--- src/rtl/msg_rx_pkg.sv ---
// Shared types, defaults and width helpers for the multi-type serial message receiver.
package msg_rx_pkg;

    typedef enum logic [1:0] {
        StHunt,
        StSync,
        StPayload,
        StCheck
    } rx_state_e;

    // Type 0 occupies the low slice; the MSB byte of each slice is sent first.
    localparam logic [79:0] DefaultSyncWords   = {"FGHIJ", "ABCDE"};
    localparam logic [31:0] DefaultPayloadLens = {16'd16, 16'd8};

    function automatic int unsigned MinBitWidth(input int unsigned value);
        return (value <= 32'd1) ? 32'd1 : 32'($clog2(64'(value) + 64'd1));
    endfunction

    function automatic int unsigned TypeWidth(input int unsigned num_types);
        return (num_types <= 32'd2) ? 32'd1 : 32'($clog2(num_types));
    endfunction

endpackage

--- src/rtl/sync_matcher.sv ---
// Combinational per-type sync byte compare with a lowest-index priority encoder.
module sync_matcher import msg_rx_pkg::*; #(
    parameter int unsigned NUM_TYPES = 2,
    parameter int unsigned SYNC_LEN_BYTE = 5,
    parameter logic [NUM_TYPES*SYNC_LEN_BYTE*8-1:0] SYNC_WORDS = DefaultSyncWords,
    localparam int unsigned IDX_W = MinBitWidth(SYNC_LEN_BYTE),
    localparam int unsigned TYPE_W = TypeWidth(NUM_TYPES)
) (
    input  logic [7:0]           rx_byte,
    input  logic [IDX_W-1:0]     sync_idx,
    input  logic [NUM_TYPES-1:0] active_mask,
    output logic [NUM_TYPES-1:0] match_mask,
    output logic [NUM_TYPES-1:0] restart_mask,
    output logic [TYPE_W-1:0]    match_type
);

    localparam int unsigned WordBits = NUM_TYPES * SYNC_LEN_BYTE * 8;

    function automatic logic [7:0] sync_byte(input int unsigned t, input int unsigned k);
        int unsigned pos;
        pos = t * SYNC_LEN_BYTE + (SYNC_LEN_BYTE - 1 - k);
        return 8'(SYNC_WORDS >> (pos * 8));
    endfunction

    always_comb begin
        match_mask   = '0;
        restart_mask = '0;
        for (int unsigned t = 0; t < NUM_TYPES; t++) begin
            match_mask[t]   = active_mask[t] && (rx_byte == sync_byte(t, 32'(sync_idx)));
            restart_mask[t] = (rx_byte == sync_byte(t, 0));
        end
    end

    // Walk downwards so the lowest set index is the one left standing.
    always_comb begin
        match_type = '0;
        for (int t = int'(NUM_TYPES) - 1; t >= 0; t--) begin
            if (match_mask[t]) begin
                match_type = TYPE_W'(t);
            end
        end
    end

    logic unused_width;
    assign unused_width = (WordBits == 0);

endmodule

--- src/rtl/multi_msg_receiver.sv ---
// Hunts a byte stream for one of several sync words and forwards the tagged payload bytes.
module multi_msg_receiver import msg_rx_pkg::*; #(
    parameter int unsigned NUM_TYPES = 2,
    parameter int unsigned SYNC_LEN_BYTE = 5,
    parameter logic [NUM_TYPES*SYNC_LEN_BYTE*8-1:0] SYNC_WORDS = DefaultSyncWords,
    parameter logic [NUM_TYPES*16-1:0] PAYLOAD_LENS = DefaultPayloadLens,
    parameter bit CHECKSUM_EN = 1'b1,
    parameter int unsigned TIMEOUT_CYCLES = 1_000_000,
    localparam int unsigned TYPE_W = TypeWidth(NUM_TYPES)
) (
    input  logic              clk,
    input  logic              reset,
    input  logic [7:0]        rx_data,
    input  logic              rx_data_ready,
    output logic [7:0]        msg_out,
    output logic [TYPE_W-1:0] msg_type,
    output logic              data_valid,
    output logic              msg_start,
    output logic              msg_end,
    output logic              msg_done,
    output logic              checksum_err,
    output logic              msg_abort
);

    localparam int unsigned IDX_W = MinBitWidth(SYNC_LEN_BYTE);
    localparam int unsigned TMO_W = MinBitWidth(TIMEOUT_CYCLES);
    localparam int unsigned SW    = SYNC_LEN_BYTE * 8;

    function automatic logic [15:0] len_of(input int unsigned t);
        return 16'(PAYLOAD_LENS >> (t * 16));
    endfunction

    function automatic bit cfg_ok();
        logic [SW-1:0] wa;
        logic [SW-1:0] wb;
        if (NUM_TYPES < 1 || NUM_TYPES > 8 || SYNC_LEN_BYTE < 1 || SYNC_LEN_BYTE > 16) begin
            return 1'b0;
        end
        for (int unsigned a = 0; a < NUM_TYPES; a++) begin
            if (len_of(a) == 16'd0) begin
                return 1'b0;
            end
            wa = SW'(SYNC_WORDS >> (a * SW));
            for (int unsigned b = a + 1; b < NUM_TYPES; b++) begin
                wb = SW'(SYNC_WORDS >> (b * SW));
                if (wa == wb) begin
                    return 1'b0;
                end
            end
        end
        return 1'b1;
    endfunction

    localparam bit CfgOk = cfg_ok();

    if (!CfgOk) begin : g_bad_cfg
        $error("multi_msg_receiver: duplicate sync word, zero payload length or bad range");
    end

    rx_state_e          state_q, state_d;
    logic [NUM_TYPES-1:0] mask_q, mask_d;
    logic [IDX_W-1:0]   idx_q, idx_d;
    logic [TYPE_W-1:0]  type_q, type_d;
    logic [15:0]        cnt_q, cnt_d;
    logic [7:0]         acc_q, acc_d;
    logic               first_q, first_d;
    logic [TMO_W-1:0]   idle_q, idle_d;
    logic               done_pend_q, done_pend_d;

    logic [7:0]         msg_out_q, msg_out_d;
    logic [TYPE_W-1:0]  msg_type_q, msg_type_d;
    logic               data_valid_q, data_valid_d;
    logic               msg_start_q, msg_start_d;
    logic               msg_end_q, msg_end_d;
    logic               msg_done_q, msg_done_d;
    logic               checksum_err_q, checksum_err_d;
    logic               msg_abort_q, msg_abort_d;

    logic [IDX_W-1:0]     match_idx;
    logic [NUM_TYPES-1:0] match_active;
    logic [NUM_TYPES-1:0] match_mask;
    logic [NUM_TYPES-1:0] restart_mask;
    logic [TYPE_W-1:0]    match_type;

    // Outside SYNC every type is a candidate against sync byte 0.
    assign match_idx    = (state_q == StSync) ? idx_q : '0;
    assign match_active = (state_q == StSync) ? mask_q : '1;

    sync_matcher #(
        .NUM_TYPES     (NUM_TYPES),
        .SYNC_LEN_BYTE (SYNC_LEN_BYTE),
        .SYNC_WORDS    (SYNC_WORDS)
    ) u_sync_matcher (
        .rx_byte      (rx_data),
        .sync_idx     (match_idx),
        .active_mask  (match_active),
        .match_mask   (match_mask),
        .restart_mask (restart_mask),
        .match_type   (match_type)
    );

    always_comb begin
        state_d        = state_q;
        mask_d         = mask_q;
        idx_d          = idx_q;
        type_d         = type_q;
        cnt_d          = cnt_q;
        acc_d          = acc_q;
        first_d        = first_q;
        idle_d         = '0;
        done_pend_d    = 1'b0;
        msg_out_d      = msg_out_q;
        msg_type_d     = msg_type_q;
        data_valid_d   = 1'b0;
        msg_start_d    = 1'b0;
        msg_end_d      = 1'b0;
        msg_done_d     = done_pend_q;
        checksum_err_d = 1'b0;
        msg_abort_d    = 1'b0;

        unique case (state_q)
            StHunt: begin
                if (rx_data_ready && (|match_mask)) begin
                    if (SYNC_LEN_BYTE == 1) begin
                        state_d = StPayload;
                        type_d  = match_type;
                        cnt_d   = len_of(32'(match_type));
                        acc_d   = '0;
                        first_d = 1'b1;
                        mask_d  = '0;
                        idx_d   = '0;
                    end else begin
                        state_d = StSync;
                        mask_d  = match_mask;
                        idx_d   = IDX_W'(1);
                    end
                end
            end
            StSync: begin
                if (rx_data_ready) begin
                    if (|match_mask) begin
                        if (idx_q == IDX_W'(SYNC_LEN_BYTE - 1)) begin
                            state_d = StPayload;
                            type_d  = match_type;
                            cnt_d   = len_of(32'(match_type));
                            acc_d   = '0;
                            first_d = 1'b1;
                            mask_d  = '0;
                            idx_d   = '0;
                        end else begin
                            mask_d = match_mask;
                            idx_d  = idx_q + IDX_W'(1);
                        end
                    end else if (|restart_mask) begin
                        // The breaking byte may itself open a new sync word.
                        mask_d = restart_mask;
                        idx_d  = IDX_W'(1);
                    end else begin
                        state_d = StHunt;
                        mask_d  = '0;
                        idx_d   = '0;
                    end
                end
            end
            StPayload: begin
                if (rx_data_ready) begin
                    msg_out_d    = rx_data;
                    data_valid_d = 1'b1;
                    msg_start_d  = first_q;
                    if (first_q) begin
                        msg_type_d = type_q;
                    end
                    first_d = 1'b0;
                    acc_d   = acc_q + rx_data;
                    cnt_d   = cnt_q - 16'd1;
                    if (cnt_q == 16'd1) begin
                        msg_end_d = 1'b1;
                        if (CHECKSUM_EN) begin
                            state_d = StCheck;
                        end else begin
                            state_d     = StHunt;
                            done_pend_d = 1'b1;
                        end
                    end
                end
            end
            StCheck: begin
                if (rx_data_ready) begin
                    msg_done_d     = 1'b1;
                    checksum_err_d = (rx_data != acc_q);
                    state_d        = StHunt;
                end
            end
            default: begin
                state_d = StHunt;
            end
        endcase

        if (TIMEOUT_CYCLES != 0 && state_q != StHunt && !rx_data_ready) begin
            if (idle_q == TMO_W'(TIMEOUT_CYCLES - 1)) begin
                state_d     = StHunt;
                mask_d      = '0;
                idx_d       = '0;
                msg_abort_d = (state_q == StPayload) || (state_q == StCheck);
            end else begin
                idle_d = idle_q + TMO_W'(1);
            end
        end
    end

    always_ff @(posedge clk or negedge reset) begin
        if (!reset) begin
            state_q        <= StHunt;
            mask_q         <= '0;
            idx_q          <= '0;
            type_q         <= '0;
            cnt_q          <= '0;
            acc_q          <= '0;
            first_q        <= 1'b0;
            idle_q         <= '0;
            done_pend_q    <= 1'b0;
            msg_out_q      <= '0;
            msg_type_q     <= '0;
            data_valid_q   <= 1'b0;
            msg_start_q    <= 1'b0;
            msg_end_q      <= 1'b0;
            msg_done_q     <= 1'b0;
            checksum_err_q <= 1'b0;
            msg_abort_q    <= 1'b0;
        end else begin
            state_q        <= state_d;
            mask_q         <= mask_d;
            idx_q          <= idx_d;
            type_q         <= type_d;
            cnt_q          <= cnt_d;
            acc_q          <= acc_d;
            first_q        <= first_d;
            idle_q         <= idle_d;
            done_pend_q    <= done_pend_d;
            msg_out_q      <= msg_out_d;
            msg_type_q     <= msg_type_d;
            data_valid_q   <= data_valid_d;
            msg_start_q    <= msg_start_d;
            msg_end_q      <= msg_end_d;
            msg_done_q     <= msg_done_d;
            checksum_err_q <= checksum_err_d;
            msg_abort_q    <= msg_abort_d;
        end
    end

    assign msg_out      = msg_out_q;
    assign msg_type     = msg_type_q;
    assign data_valid   = data_valid_q;
    assign msg_start    = msg_start_q;
    assign msg_end      = msg_end_q;
    assign msg_done     = msg_done_q;
    assign checksum_err = checksum_err_q;
    assign msg_abort    = msg_abort_q;

endmodule

--- config.mk ---
export PLATFORM = sky130hd
export DESIGN_NAME = multi_msg_receiver
export DESIGN_NICKNAME = d
export VERILOG_FILES = /design/src/rtl/msg_rx_pkg.sv /design/src/rtl/sync_matcher.sv /design/src/rtl/multi_msg_receiver.sv
export SDC_FILE = /design/constraint.sdc
export NUM_CORES = 1
export LEC_CHECK = 0
export ABC_AREA = 1
export ABC_CLOCK_PERIOD_IN_PS = 3290
export BUFFER_PORTS_ARGS = -buffer_cell sky130_fd_sc_hd__buf_2
export CAP_MARGIN = 20
export CORE_ASPECT_RATIO = 0.6
export CORE_MARGIN = 2
export CORE_UTILIZATION = 43
export CTS_CLUSTER_SIZE = 16
export DETAILED_ROUTE_END_ITERATION = 10
export GPL_TIMING_DRIVEN = 0
export PLACE_DENSITY_LB_ADDON = 0.05
export SYNTH_ARGS = -nofsm -noshare
export SYNTH_HDL_FRONTEND = slang
export SYNTH_HIERARCHICAL = 1
export SYNTH_SLANG_ARGS = --single-unit
--- constraint.sdc ---
create_clock -name clk -period 3.29 [get_ports clk]
set_input_delay 0.329 -clock clk [delete_from_list [all_inputs] [get_ports clk]]
set_output_delay 0.329 -clock clk [all_outputs]
set_load 0.05 [all_outputs]
==> impl_metrics.tcl, run 1 <==
set metrics [dict create \
    post-route-period-util_pct 89.8 \
    status "finished, final reports clean" \
    wl_per_cell_um 13.5 \
    antenna_found_initial 0 \
    cts_buffers 9 \
    max_cap_violations 0 \
    whs_path_depth 3 \
    hold_start "rx_data[4]" \
    cp.required_ns 3.56 \
    start_kind "flip-flop" \
    die_w_um 134 \
    yosysWarnings 6 \
    gp_congestion 0.879 \
    final_cell_mix "nand2_1, nor2_1, inv_1, dfrtp_1, nand3_1" \
    tightest_slew_ns 0.515 \
    netlist_area_um2 4370 \
    drive_gt1_share_pct 14.1 \
    timing.fmax_ghz 0.338 \
    fp.dieH_um 82.1 \
    crit_chain "inv_2, nand2_4, nor2_4, inv_2, ha_4, inv_1, nand2_2, nand2_1, nand2_2, nand3_1, nand2_1, nand2_1, nand2_1, nand2_1, nand2_1, inv_1, nor2_4, nor2_2, nand2_4, nand2_8, inv_6, buf_6, nand2_1, nand2_1" \
    slowest_stage "dfrtp_1" \
    syn_to_final_growth_pct 17.7 \
    dieArea_um2 11000 \
    peakVddDrop_mv 0.266 \
    critPathArrivalTime_ns 3.23 \
    multi_input_area_um2 2370 \
    pin_count 26 \
    io_buffers 25 \
    netlist_instances 626 \
    startpoint "state_q[1]$_DFF_PN0_" \
    place_ws_ns -0.281 \
    placed_cells 787 \
    finalSetupTns_ns 0 \
    worstHoldPathType "in -> reg" \
    powerDensity_nw_per_um2 482 \
    coreArea_um2 9880 \
    r2r-start "state_q[1]$_DFF_PN0_" \
    fill_cells 1001 \
    cts_tree "done" \
    start_util_pct 44.3 \
    final_common_cell "nand2_1" \
    synthArstFlopShare_pct 100 \
    clock_sinks 68 \
    row_count 28 \
    relSlewSlack_pct 65.6 \
    drt_iter0_drc 365 \
    drt_wl_total_um 10900 \
    vias_per_cell 5.01 \
    via_count 4057 \
    hold_viol 0 \
    clk_pin_slew_worst_paths_ns 0.06 \
    track_usage_pct 21.5 \
    seq_area_frac_synth_pct 38.9 \
    ys_ff_latch 68 \
    grt_pass1_wl_um 18300 \
    rsz0062_at_grt "false" \
    firstDrtPassIters 5 \
    crit_fanout 10 \
    synth_cell_types 37 \
    fin_util_pct 52.1 \
    final.min_clock_period_ns 2.95 \
    synth_edf_count 0 \
    slowest_delay_ns 0.42 \
    cp-end-kind "flip-flop" \
    setup_violations 0 \
    dpl.hpwl_um 8230 \
    clockBufferDepth 2 \
    grt_max_degree 45 \
    drc 0 \
    n_antenna_cell 0 \
    clk_latency_ns 0.33 \
    grt_overflow 0 \
    grt_pass1_vias 3664 \
    instances_no_fill 809 \
    cts_htree_levels 3 \
    worstSetupPathType "reg -> reg" \
    nets 695 \
    final_antenna_net_count 0 \
    syn_nets 652 \
    root_buffer "clkbuf_16" \
    final_max_slew_viol_count 0 \
    fin_ws_ns 0.336 \
    r2r_cells 24 \
    seq_area_um2 1700 \
    critPathMostFrequentCell "nand2_1" \
    finClkSkew_ns 0.00439 \
    synth_ff_type "dfrtp_1" \
    power_leakage_uw 0.00267 \
    post_synth.cell_area_avg_um2 6.98 \
]
## final cells by class
type | instances | share of cell area (%)
multi-input combinational | 471 | 46.1
sequential | 68 | 33.1
inverter | 82 | 6.08
clock buffer | 10 | 4.64
timing repair buffer | 32 | 3.94
tap | 135 | 3.28
clock inverter | 6 | 2.16
buffer | 5 | 0.681
## cell usage after synthesis, drive strengths merged (3+ instances only)
library cell	instances	area share, %
buf	3	0.63
or2	3	0.43
inv	82	7.0
ha	14	4.0
o21ai	12	1.4
a21boi	3	0.60
nand4	18	2.6
a21oi	15	1.7
nor3	9	1.3
nand2	204	19
dfrtp	68	39
nor2	102	9.4
xor2	9	1.8
nand3	63	7.7
xnor2	5	1.0
## critical path, delay by kind of cell (launching register included)
family,cells,cell delay [ns]
buffers and inverters,6,0.60
AND/OR/NAND/NOR,17,1.58
adder cells (fa/ha/maj),1,0.28
flip-flops,1,0.42
## layer usage
metal	routed length, um	share of wire, %	track usage (%)
met5	0	0	0
met4	60	0.55	3.89
met3	649	5.9	5.74
met2	4070	37	29.2
met1	6150	56	33.7
## cell families (layout without fill, tap and decap cells)
kind of cell    after synthesis  count (layout)  synth area share [%]
simple gates                404             404                  40.8
buf+inv                      87             135                  7.84
flops                        68              68                  38.9
compound gates               37              37                  4.89
fa+ha+maj                    15              15                  4.46
xor+xnor                     14              14                  2.80
mux                           1               1                 0.258
## path summary, 6_finish.rpt
| kind | endpoint | slack [ns] |
|---|---|---|
| worst min-delay path | msg_out[4]$_DFFE_PN0P_ | 0.24 |
| worst max register to register | cnt_q[7]$_DFFE_PN0P_ | 0.34 |
| worst min register to register | idle_q[0]$_DFF_PN0_ | 0.46 |
| min in group asynchronous | idx_q[2]$_DFF_PN0_ | 0.46 |
| max in group asynchronous | acc_q[4]$_DFFE_PN0P_ | 2.28 |
| worst max-delay path | cnt_q[7]$_DFFE_PN0P_ | 0.34 |
## what timing repair did
item	CTS	global route
endpoints found under the hold margin	24	0
setup endpoints to repair	28	30
resized for setup	4	10
pin swaps	0	3
hold buffers	1	0
setup buffers	0	5
## registers in the layout, indices dropped and copies added (netlist names)
name,flops
idle_q,20
cnt_q,16
acc_q,8
msg_out,8
idx_q,3
mask_q,2
state_q,2
checksum_err,1
data_valid,1
first_q,1
msg_abort,1
msg_done,1
msg_end,1
msg_start,1
msg_type,1
type_q,1
## where the power goes
part / switching, uW / total [uW] / internal, uW
logic: 304 / 456 / 151
clock network: 375 / 1140 / 761
registers: 25.3 / 887 / 862
total: 705 / 2480 / 1770
## stage by stage
stage          hold WS (ns)  cell area [um^2]  power, uW
5_1_grt               0.240              5140       2600
4_1_cts               0.228              5070       2480
3_3_place_gp          0.450              4670       1310
6_report              0.237              5140       2480
3_5_place_dp          0.284              4700       1320
2_1_floorplan        0.0334              4370       1210
Power figures use the tool's default switching activity.
==> run 2: changes to the inputs <==
BUFFER_PORTS_ARGS = unset   (was -buffer_cell sky130_fd_sc_hd__buf_2)
CORE_MARGIN = unset   (was 2)
DONT_BUFFER_PORTS = 1   (was unset)
==> run 2 against run 1 <==
- first-iteration DRC count is 28% lower
- clock-buffer cell count grew 1
- sequential share of layout area rose by 0.91 points
- critical endpoint is now mask_q[1]$_DFF_PN0_
- highest routed layer unchanged
- largest power group unchanged
- total power is 0.75% lower
- via count is 2.1% lower
- die area shrank 3.9%
- global-route usage grew 0.37 points
==> impl_metrics.tcl, run 2 (synthesized netlist as in run 1, its figures left out) <==
set metrics [dict create \
    firstDrtPassIters 5 \
    placed_cells 761 \
    root_buffer "clkbuf_16" \
    start_kind "flip-flop" \
    crit_fanout 8 \
    critPathArrivalTime_ns 3.20 \
    relSlewSlack_pct 67.1 \
    cp-end-kind "flip-flop" \
    drt_wl_total_um 10500 \
    syn_to_final_growth_pct 14.5 \
    worstHoldPathType "in -> reg" \
    cts_buffers 9 \
    grtUsageMet3_pct 5.37 \
    cp_top_family "simple AND/OR/NAND/NOR gates" \
    gp_congestion 0.876 \
    dpl.hpwl_um 7890 \
    grt_busiest_layer "met1" \
    setup_violations 0 \
    top_register "idle_q" \
    slowest_delay_ns 0.41 \
    critPathMostFrequentCell "nand2_1" \
    tightest_slew_ns 0.494 \
    die_w_um 132 \
    cp.buffers_inverters 5 \
    fin_util_pct 50.7 \
    antenna_found_initial 0 \
    drc 0 \
    hold_viol 0 \
    nets 670 \
    largest_reg_flops 20 \
    power_leakage_uw 0.00255 \
    clockBufferDepth 2 \
    wl_per_cell_um 13.4 \
    cts_htree_levels 3 \
    clock_sinks 68 \
    use_met2_pct 29.7 \
    startpoint "state_q[1]$_DFF_PN0_" \
    peakVddDrop_mv 0.272 \
    dieArea_um2 10600 \
    grt_overflow 0 \
    start_util_pct 44.3 \
    grt_pass1_vias 3565 \
    grt_pass1_wl_um 18000 \
    cp.required_ns 3.51 \
    slowest_stage "dfrtp_1" \
    use_met1_pct 33.7 \
    vias_per_cell 5.06 \
    reg_top3 "idle_q (20), cnt_q (16)" \
    final_max_slew_viol_count 0 \
    final_common_cell "nand2_1" \
    hold_start "rx_data_ready" \
    max_cap_violations 0 \
    r2r-start "state_q[1]$_DFF_PN0_" \
    final_antenna_net_count 0 \
    fp.dieH_um 80.1 \
    coreArea_um2 9880 \
    clk_latency_ns 0.33 \
    status "finished, final reports clean" \
    final_cell_mix "nand2_1, nor2_1, inv_1, dfrtp_1, nand3_1" \
    grt_max_degree 69 \
    cts_tree "done" \
    via_count 3970 \
    powerDensity_nw_per_um2 491 \
    drive_gt1_share_pct 10.2 \
    instances_no_fill 784 \
    n_antenna_cell 0 \
    hold-worst-slack_ns 0.0849 \
    io_buffers 0 \
    pin_count 26 \
    clk_pin_slew_worst_paths_ns 0.05 \
    timing.fmax_ghz 0.335 \
    worstSetupPathType "reg -> reg" \
    row_count 28 \
    final.min_clock_period_ns 2.98 \
    finClkSkew_ns 0.00809 \
    post-route-period-util_pct 90.7 \
    track_usage_pct 21.8 \
    drt_iter0_drc 263 \
]
==> run 2: worst reg2reg max path, cell delays in order (launching register included) <==
cell and delay (ns):
dfrtp_1 0.41, inv_2 0.10, nand2_4 0.10, nor2_4 0.14
inv_2 0.07, ha_1 0.32, nand2_1 0.17, nand3_1 0.12
nand2_1 0.08, nand3_2 0.09, nand2_2 0.09, nand2_1 0.06
nand2_1 0.06, nand2_1 0.06, nor2_2 0.07, nand2_1 0.08
inv_1 0.12, nor2_4 0.07, nor2_2 0.18, nand2_1 0.13
nand2_1 0.08, inv_1 0.07, nand2_1 0.06, nand3_1 0.07
nand2_1 0.06, inv_1 0.04
==> run 2: what timing repair did <==
item | in CTS | in global routing
buffers inserted | 1 | 4
gates resized for setup | 4 | 6
hold buffers | 2 | 0
pin swaps | 1 | 2
hold endpoints to repair | 68 | 0
endpoints found under the setup margin | 29 | 30
==> run 2: final cells by class <==
type                       count  area [um^2]
multi-input combinational    471         2350
clock buffer                  11          253
clock inverter                 5          108
tap                          135          169
sequential                    68         1700
fill                         990         4870
buffer                         5         35.0
inverter                      82          313
timing repair buffer           7         75.1
==> run 2: metal layers <==
metal | part of all wire [%] | vias up
met5 | 0 | -
met4 | 0.77 | 0
met3 | 6.7 | 9
met2 | 38 | 100
met1 | 54 | 1837
li1 | - | 2024
==> run 2: through the flow <==
stage               TNS [ns]  power [uW]  cell area [um^2]  worst slack [ns]
floorplan                  0        1210              4370             0.325
finish                     0        2460              5010             0.307
CTS                        0        2490              4960            0.0632
global route        -0.00869        2590              5010          -0.00869
detailed placement     -6.12        1280              4540            -0.335
global placement       -4.15        1270              4540            -0.258
==> run 2: power by group <==
part           switching, uW  internal, uW  leakage (uW)  total, uW
Combinational            277           137       0.00147        414
Sequential              37.0           862      0.000910        899
Clock                    363           784      0.000176       1150
==> run 2: path summary, 6_finish.rpt <==
check	endpoint	slack, ns	cells after the start
worst min-delay path	msg_abort$_DFF_PN0_	0.08	1
min in group asynchronous	msg_out[6]$_DFFE_PN0P_	0.55	2
worst max-delay path	mask_q[1]$_DFF_PN0_	0.31	25
worst max register to register	mask_q[1]$_DFF_PN0_	0.31	25
max in group asynchronous	state_q[0]$_DFF_PN0_	2.45	2
worst min register to register	idle_q[0]$_DFF_PN0_	0.46	1
